<file path="src/rtl/arm_pkg.sv">
// Shared definitions for the ARM multicycle controller: FSM state encoding,
// datapath mux/ALU encodings, instruction class and cond/cmd field codes.
package arm_pkg;

    typedef enum logic [3:0] {
        S_FETCH  = 4'd0,
        S_DECODE = 4'd1,
        S_MEMADR = 4'd2,
        S_MEMRD  = 4'd3,
        S_MEMWB  = 4'd4,
        S_MEMWR  = 4'd5,
        S_EXECR  = 4'd6,
        S_EXECI  = 4'd7,
        S_ALUWB  = 4'd8,
        S_BRANCH = 4'd9,
        S_UNDEF  = 4'd10
    } state_e;

    localparam logic [1:0] ALU_ADD = 2'b00;
    localparam logic [1:0] ALU_SUB = 2'b01;
    localparam logic [1:0] ALU_AND = 2'b10;
    localparam logic [1:0] ALU_ORR = 2'b11;

    localparam logic [1:0] RES_ALUOUT    = 2'b00;
    localparam logic [1:0] RES_DATA      = 2'b01;
    localparam logic [1:0] RES_ALURESULT = 2'b10;

    localparam logic [1:0] SRCA_RD1 = 2'b00;
    localparam logic [1:0] SRCA_PC  = 2'b01;

    localparam logic [1:0] SRCB_RD2  = 2'b00;
    localparam logic [1:0] SRCB_IMM  = 2'b01;
    localparam logic [1:0] SRCB_FOUR = 2'b10;

    localparam logic [1:0] IMM_DP  = 2'b00;
    localparam logic [1:0] IMM_MEM = 2'b01;
    localparam logic [1:0] IMM_BR  = 2'b10;

    localparam logic [1:0] OP_DP    = 2'b00;
    localparam logic [1:0] OP_MEM   = 2'b01;
    localparam logic [1:0] OP_BR    = 2'b10;
    localparam logic [1:0] OP_UNDEF = 2'b11;

    localparam logic [3:0] CMD_AND = 4'b0000;
    localparam logic [3:0] CMD_SUB = 4'b0010;
    localparam logic [3:0] CMD_ADD = 4'b0100;
    localparam logic [3:0] CMD_CMP = 4'b1010;
    localparam logic [3:0] CMD_ORR = 4'b1100;

    localparam logic [3:0] COND_EQ = 4'h0;
    localparam logic [3:0] COND_NE = 4'h1;
    localparam logic [3:0] COND_CS = 4'h2;
    localparam logic [3:0] COND_CC = 4'h3;
    localparam logic [3:0] COND_MI = 4'h4;
    localparam logic [3:0] COND_PL = 4'h5;
    localparam logic [3:0] COND_VS = 4'h6;
    localparam logic [3:0] COND_VC = 4'h7;
    localparam logic [3:0] COND_HI = 4'h8;
    localparam logic [3:0] COND_LS = 4'h9;
    localparam logic [3:0] COND_GE = 4'hA;
    localparam logic [3:0] COND_LT = 4'hB;
    localparam logic [3:0] COND_GT = 4'hC;
    localparam logic [3:0] COND_LE = 4'hD;
    localparam logic [3:0] COND_AL = 4'hE;
    localparam logic [3:0] COND_NV = 4'hF;

endpackage

</file>
<file path="src/rtl/cond_logic.sv">
// Flags register {N,Z,C,V} and condition evaluation. CondEx is sampled once
// per instruction (cond_latch, asserted in DECODE) against the registered
// flags, so a same-cycle flags update never affects the evaluation.
module cond_logic
    import arm_pkg::*;
(
    input  logic       clk,
    input  logic       rst,
    input  logic [3:0] cond,
    input  logic [3:0] alu_flags,
    input  logic       cond_latch,
    input  logic       flags_wr_nz,
    input  logic       flags_wr_cv,
    output logic       cond_ex
);

    logic [3:0] flags_q, flags_d;
    logic       condex_q, condex_d;
    logic       cond_now;
    logic       n_flag, z_flag, c_flag, v_flag;

    assign {n_flag, z_flag, c_flag, v_flag} = flags_q;
    assign cond_ex = condex_q;

    // Evaluate the cond field against the current (old) flags
    always_comb begin
        cond_now = 1'b0;
        case (cond)
            COND_EQ: cond_now = z_flag;
            COND_NE: cond_now = ~z_flag;
            COND_CS: cond_now = c_flag;
            COND_CC: cond_now = ~c_flag;
            COND_MI: cond_now = n_flag;
            COND_PL: cond_now = ~n_flag;
            COND_VS: cond_now = v_flag;
            COND_VC: cond_now = ~v_flag;
            COND_HI: cond_now = c_flag & ~z_flag;
            COND_LS: cond_now = ~c_flag | z_flag;
            COND_GE: cond_now = (n_flag == v_flag);
            COND_LT: cond_now = (n_flag != v_flag);
            COND_GT: cond_now = ~z_flag & (n_flag == v_flag);
            COND_LE: cond_now = z_flag | (n_flag != v_flag);
            COND_AL: cond_now = 1'b1;
            COND_NV: cond_now = 1'b0;
            default: cond_now = 1'b0;
        endcase
    end

    // Next CondEx and flags: updates only happen for executed instructions
    always_comb begin
        condex_d = cond_latch ? cond_now : condex_q;
        flags_d  = flags_q;
        if (flags_wr_nz && condex_q) begin
            flags_d[3:2] = alu_flags[3:2];
        end
        if (flags_wr_cv && condex_q) begin
            flags_d[1:0] = alu_flags[1:0];
        end
    end

    // Flags and CondEx registers, cleared by reset
    always_ff @(posedge clk or negedge rst) begin
        if (!rst) begin
            flags_q  <= 4'b0000;
            condex_q <= 1'b0;
        end else begin
            flags_q  <= flags_d;
            condex_q <= condex_d;
        end
    end

endmodule

</file>
<file path="src/rtl/arm_mc_controller.sv">
// Multicycle ARM controller: main FSM plus output/ALU decode.
// Optional feature: define ARM_CMP_EN to execute CMP (cmd 1010, S=1) as a
// flag-setting SUB with no register write; otherwise it is an unsupported cmd.
module arm_mc_controller
    import arm_pkg::*;
(
    input  logic        clk,
    input  logic        rst,
    input  logic [31:0] Instruction,
    input  logic [3:0]  ALUFlags,
    output logic        PCWrite,
    output logic        AdrSrc,
    output logic        MemWrite,
    output logic        IRWrite,
    output logic        RegWrite,
    output logic [1:0]  ResultSrc,
    output logic [1:0]  ALUSrcA,
    output logic [1:0]  ALUSrcB,
    output logic [1:0]  ImmSrc,
    output logic [1:0]  RegSrc,
    output logic [1:0]  ALUControl,
    output logic [3:0]  State
);

    state_e     state_q, state_d;
    logic [1:0] op;
    logic [3:0] cmd;
    logic       is_imm, s_bit, rd_is_pc;
    logic       cond_ex, cond_latch, flags_wr_nz, flags_wr_cv, in_exec;
    logic [1:0] dp_alu_ctrl;
    logic       dp_reg_wr, dp_nz_upd, dp_cv_upd;
    logic       unused_bits;

    assign op       = Instruction[27:26];
    assign is_imm   = Instruction[25];
    assign cmd      = Instruction[24:21];
    assign s_bit    = Instruction[20];   // also the L bit for memory ops
    assign rd_is_pc = (Instruction[15:12] == 4'hF);
    assign unused_bits = ^{Instruction[19:16], Instruction[11:0]};

    assign State       = state_q;
    assign in_exec     = (state_q == S_EXECR) || (state_q == S_EXECI);
    assign cond_latch  = (state_q == S_DECODE);
    assign flags_wr_nz = in_exec && dp_nz_upd;
    assign flags_wr_cv = in_exec && dp_cv_upd;

    cond_logic u_cond_logic (
        .clk         (clk),
        .rst         (rst),
        .cond        (Instruction[31:28]),
        .alu_flags   (ALUFlags),
        .cond_latch  (cond_latch),
        .flags_wr_nz (flags_wr_nz),
        .flags_wr_cv (flags_wr_cv),
        .cond_ex     (cond_ex)
    );

    // Data-processing cmd decode: ALU op, register write and flag-update classes
    always_comb begin
        dp_alu_ctrl = ALU_ADD;
        dp_reg_wr   = 1'b0;
        dp_nz_upd   = 1'b0;
        dp_cv_upd   = 1'b0;
        case (cmd)
            CMD_ADD: begin dp_alu_ctrl = ALU_ADD; dp_reg_wr = 1'b1; dp_nz_upd = s_bit; dp_cv_upd = s_bit; end
            CMD_SUB: begin dp_alu_ctrl = ALU_SUB; dp_reg_wr = 1'b1; dp_nz_upd = s_bit; dp_cv_upd = s_bit; end
            CMD_AND: begin dp_alu_ctrl = ALU_AND; dp_reg_wr = 1'b1; dp_nz_upd = s_bit; end
            CMD_ORR: begin dp_alu_ctrl = ALU_ORR; dp_reg_wr = 1'b1; dp_nz_upd = s_bit; end
            CMD_CMP: begin
`ifdef ARM_CMP_EN
                if (s_bit) begin
                    dp_alu_ctrl = ALU_SUB;
                    dp_nz_upd   = 1'b1;
                    dp_cv_upd   = 1'b1;
                end
`endif
            end
            default: ;
        endcase
    end

    // FSM state register
    always_ff @(posedge clk or negedge rst) begin
        if (!rst) begin
            state_q <= S_FETCH;
        end else begin
            state_q <= state_d;
        end
    end

    // Next-state and per-state outputs; reset forces every output low at once
    always_comb begin
        state_d    = state_q;
        PCWrite    = 1'b0;
        AdrSrc     = 1'b0;
        MemWrite   = 1'b0;
        IRWrite    = 1'b0;
        RegWrite   = 1'b0;
        ResultSrc  = RES_ALUOUT;
        ALUSrcA    = SRCA_RD1;
        ALUSrcB    = SRCB_RD2;
        ImmSrc     = IMM_DP;
        ALUControl = ALU_ADD;
        RegSrc     = {(op == OP_MEM) && !s_bit, (op == OP_BR)};
        case (state_q)
            S_FETCH: begin
                IRWrite   = 1'b1;
                PCWrite   = 1'b1;
                ALUSrcA   = SRCA_PC;
                ALUSrcB   = SRCB_FOUR;
                ResultSrc = RES_ALURESULT;
                state_d   = S_DECODE;
            end
            S_DECODE: begin
                ALUSrcA   = SRCA_PC;
                ALUSrcB   = SRCB_FOUR;
                ResultSrc = RES_ALURESULT;
                case (op)
                    OP_MEM:   state_d = S_MEMADR;
                    OP_DP:    state_d = is_imm ? S_EXECI : S_EXECR;
                    OP_BR:    state_d = S_BRANCH;
                    OP_UNDEF: state_d = S_UNDEF;
                    default:  state_d = S_UNDEF;
                endcase
            end
            S_MEMADR: begin
                ALUSrcB = SRCB_IMM;
                ImmSrc  = IMM_MEM;
                state_d = s_bit ? S_MEMRD : S_MEMWR;
            end
            S_MEMRD: begin
                AdrSrc  = 1'b1;
                state_d = S_MEMWB;
            end
            S_MEMWB: begin
                ResultSrc = RES_DATA;
                RegWrite  = cond_ex;
                PCWrite   = cond_ex && rd_is_pc;
                state_d   = S_FETCH;
            end
            S_MEMWR: begin
                AdrSrc   = 1'b1;
                MemWrite = cond_ex;
                state_d  = S_FETCH;
            end
            S_EXECR: begin
                ALUControl = dp_alu_ctrl;
                state_d    = S_ALUWB;
            end
            S_EXECI: begin
                ALUSrcB    = SRCB_IMM;
                ALUControl = dp_alu_ctrl;
                state_d    = S_ALUWB;
            end
            S_ALUWB: begin
                RegWrite = cond_ex && dp_reg_wr;
                PCWrite  = cond_ex && dp_reg_wr && rd_is_pc;
                state_d  = S_FETCH;
            end
            S_BRANCH: begin
                ALUSrcB   = SRCB_IMM;
                ImmSrc    = IMM_BR;
                ResultSrc = RES_ALURESULT;
                PCWrite   = cond_ex;
                state_d   = S_FETCH;
            end
            default: begin
                state_d = S_FETCH;
            end
        endcase
        if (!rst) begin
            PCWrite    = 1'b0;
            AdrSrc     = 1'b0;
            MemWrite   = 1'b0;
            IRWrite    = 1'b0;
            RegWrite   = 1'b0;
            ResultSrc  = 2'b00;
            ALUSrcA    = 2'b00;
            ALUSrcB    = 2'b00;
            ImmSrc     = 2'b00;
            ALUControl = 2'b00;
            RegSrc     = 2'b00;
        end
    end

endmodule

</file>
<file path="config.mk">
export PLATFORM = sky130hd
export DESIGN_NAME = arm_mc_controller
export DESIGN_NICKNAME = d
export VERILOG_FILES = /design/src/rtl/arm_pkg.sv /design/src/rtl/cond_logic.sv /design/src/rtl/arm_mc_controller.sv
export SDC_FILE = /design/constraint.sdc
export NUM_CORES = 1
export LEC_CHECK = 0
export ABC_AREA = 1
export CAP_MARGIN = 30
export CORE_ASPECT_RATIO = 1.4
export CORE_MARGIN = 5
export CORE_UTILIZATION = 35
export DETAILED_ROUTE_END_ITERATION = 6
export GPL_TIMING_DRIVEN = 0
export MAX_ROUTING_LAYER = met4
export PLACE_DENSITY_LB_ADDON = 0.25
export SETUP_SLACK_MARGIN = 0.05
export SYNTH_ARGS = -nofsm -noshare
export SYNTH_HDL_FRONTEND = slang
export SYNTH_SLANG_ARGS = --single-unit
export TNS_END_PERCENT = 30
</file>
<file path="constraint.sdc">
create_clock -name clk -period 1.8 [get_ports clk]
set_clock_uncertainty 0.15 [all_clocks]
set_input_delay 0.36 -clock clk [delete_from_list [all_inputs] [get_ports clk]]
set_output_delay 0.36 -clock clk [all_outputs]
set_load 0.01 [all_outputs]
</file>
==> impl_metrics.tcl <==
set metrics [dict create \
    routed_wl_um 3010 \
    ys_seq_area_share_pct 26.7 \
    crit_path_max_fanout 2 \
    synthCells 145 \
    grt_overflow 0 \
    critical_path_required_ns 1.29 \
    syn-num-nets 183 \
    grt_first_pass_wirelength_um 5070 \
    clk-insertion-delay-late_ns 0.26 \
    fin_cells 233 \
    grt_max_degree 11 \
    dp_hpwl_um 2150 \
    dieArea_mm2 0.00350 \
    run_status "complete, but fails checks" \
    end_kind "primary output" \
    cts.path.max_buffers 2 \
    whs_ns 0.355 \
    dp_cells 209 \
    start_util_pct 36.0 \
    multi_input_area_um2 567 \
    fin_crit_sh_pct 110 \
    htree_levels 1 \
    violations "negative setup slack" \
    firstDrtPassIters 4 \
    start_kind "flip-flop" \
    cellPowerDensity_mw_per_mm2 1250 \
    post_drt_wl_per_cell_um 12.9 \
    grt.total_usage_pct 19.7 \
    rsz0062_at_grt "yes" \
    crit_type "reg2out" \
    cts-root-buf "clkbuf_4" \
    vdd_drop_max_mv 1.04 \
    finalHoldViolations 0 \
    gp_congestion 0.901 \
    fin_crit_ns 1.98 \
    synth_cell_types 25 \
    netlist_area_um2 842 \
    fill_cells 202 \
    path_clk_slew_ns 0.06 \
    io_pins 59 \
    die_height_um 68.0 \
    antenna_found_initial 0 \
    final_max_slew_viol_count 0 \
    io_buffers 41 \
    row_count 21 \
    clkSinkCount 9 \
    layout_commonest_cell "nand2_1" \
    via_count 1145 \
    grt_pass1_vias 1237 \
    fp.coreArea_mm2 0.00234 \
    synth-seq-cells 9 \
    n_antenna_cell 0 \
    final_nets 249 \
    final_antenna_net_count 0 \
    drc 0 \
    final-setup-viol-count 12 \
    post_route_cells_drive_above_1_share_pct 37.6 \
    synth.avg_cell_area_um2 5.81 \
    fp.dieW_um 51.5 \
    fin_tns_setup_ns -1.22 \
    worstHoldPathType "in2reg" \
    layout_setup_ws_ns -0.177 \
    ys_warn_count 0 \
    p_leak_uw 0.000805 \
    seqCellArea_um2 228 \
    maxCapViolCount 0 \
    mostFrequentLayoutCells "nand2_1 (41), inv_1 (18), buf_4 (15), buf_2 (14), clkdlybuf4s50_1 (13)" \
    tritoncts "built" \
    drtIter0Drc 25 \
    cp.arrival_ns 1.47 \
    cts-buffers-inserted 3 \
    post_drt_via_cell_ratio 4.91 \
    area_delta_synth_final_pct 74.0 \
    fmax_ghz 0.506 \
]
==> cells in the mapped netlist, drive strengths merged <==
master	n	area share [%]
dfrtp	9	27
conb	1	0.45
nand3	9	5.3
or2	1	0.74
o22ai	1	0.74
nor4	1	0.74
nand3b	1	0.89
a31oi	1	0.74
nand2	48	22
o31ai	1	0.89
nor3	2	1.8
a21oi	5	3.9
and2	1	0.74
inv	28	12
nor3b	2	1.8
o21ai	12	7.6
nor2	20	10
buf	2	1.8
==> state kept, by name, indices dropped and copies added, names as in the netlist <==
register	count
u_cond_logic.cond_ex	1
State	4
u_cond_logic.flags_q	4
==> critical path, cell delays in order (launching register included) <==
cell,delay [ns]
dfrtp_2,0.40
buf_4,0.15
nor2_4,0.13
nand3_2,0.07
o21ai_2,0.12
nand2_1,0.06
nand2_1,0.05
nand2_1,0.05
nand2_1,0.05
buf_2,0.12
==> logic make-up after synthesis <==
kind of cell           synth area share [%]
other                                 0.445
flip-flops                             26.7
AND/OR/NAND/NOR                        44.7
buffers and inverters                  14.3
AO/OA/AOI/OAI                          13.8
==> repair_timing <==
item / in CTS / in global routing
hold buffers: 1 / 0
resized for setup: 101 / 11
pin swaps: 17 / 5
endpoints found under the hold margin: 9 / 0
endpoints found under the setup margin: 20 / 16
setup buffers: 17 / 2
==> report_power, final <==
part / internal (uW) / switching [uW]
clock network: 85.4 / 70.6
logic: 617 / 705
registers: 290 / 67.6
==> final cells by class <==
cell class	instances	area share, %
timing repair buffer	61	33.6
multi-input combinational	106	38.7
sequential	9	15.5
inverter	28	7.17
tap	23	1.96
buffer	2	1.28
clock buffer	4	1.79
==> stage by stage <==
step	worst slack, ns	instance area, um^2	total power [uW]	util, %
6_report	-0.177	1470	1840	62.7
5_1_grt	-0.290	1470	1980	62.7
4_1_cts	-0.162	1450	1750	62.0
3_5_place_dp	-1.09	1280	1310	54.8
3_3_place_gp	-1.09	1280	1290	54.8
2_1_floorplan	0.158	842	883	-
==> metal layers <==
metal  vias to the layer above  share of wire, %  GRT usage (%)
li1                        579                 -              -
met1                       506                35           18.1
met2                        52                55           37.7
met3                         8               7.2           3.92
met4                         0               2.7           10.5
met5                         -                 0              -
==> path summary, 6_finish.rpt <==
path	start	to	slack [ns]	cells after the start
setup / recovery	State[0]	PCWrite	-0.18	9
hold / removal	Instruction[26]	State[2]	0.36	2
setup reg to reg	State[3]	u_cond_logic.flags_q[0]	0.32	7
hold reg to reg	u_cond_logic.flags_q[0]	u_cond_logic.flags_q[0]	0.40	2
max in group asynchronous	rst	State[1]	0.72	2
min in group asynchronous	rst	u_cond_logic.cond_ex	0.47	2
No activity file was read; power rests on OpenSTA's default activity.
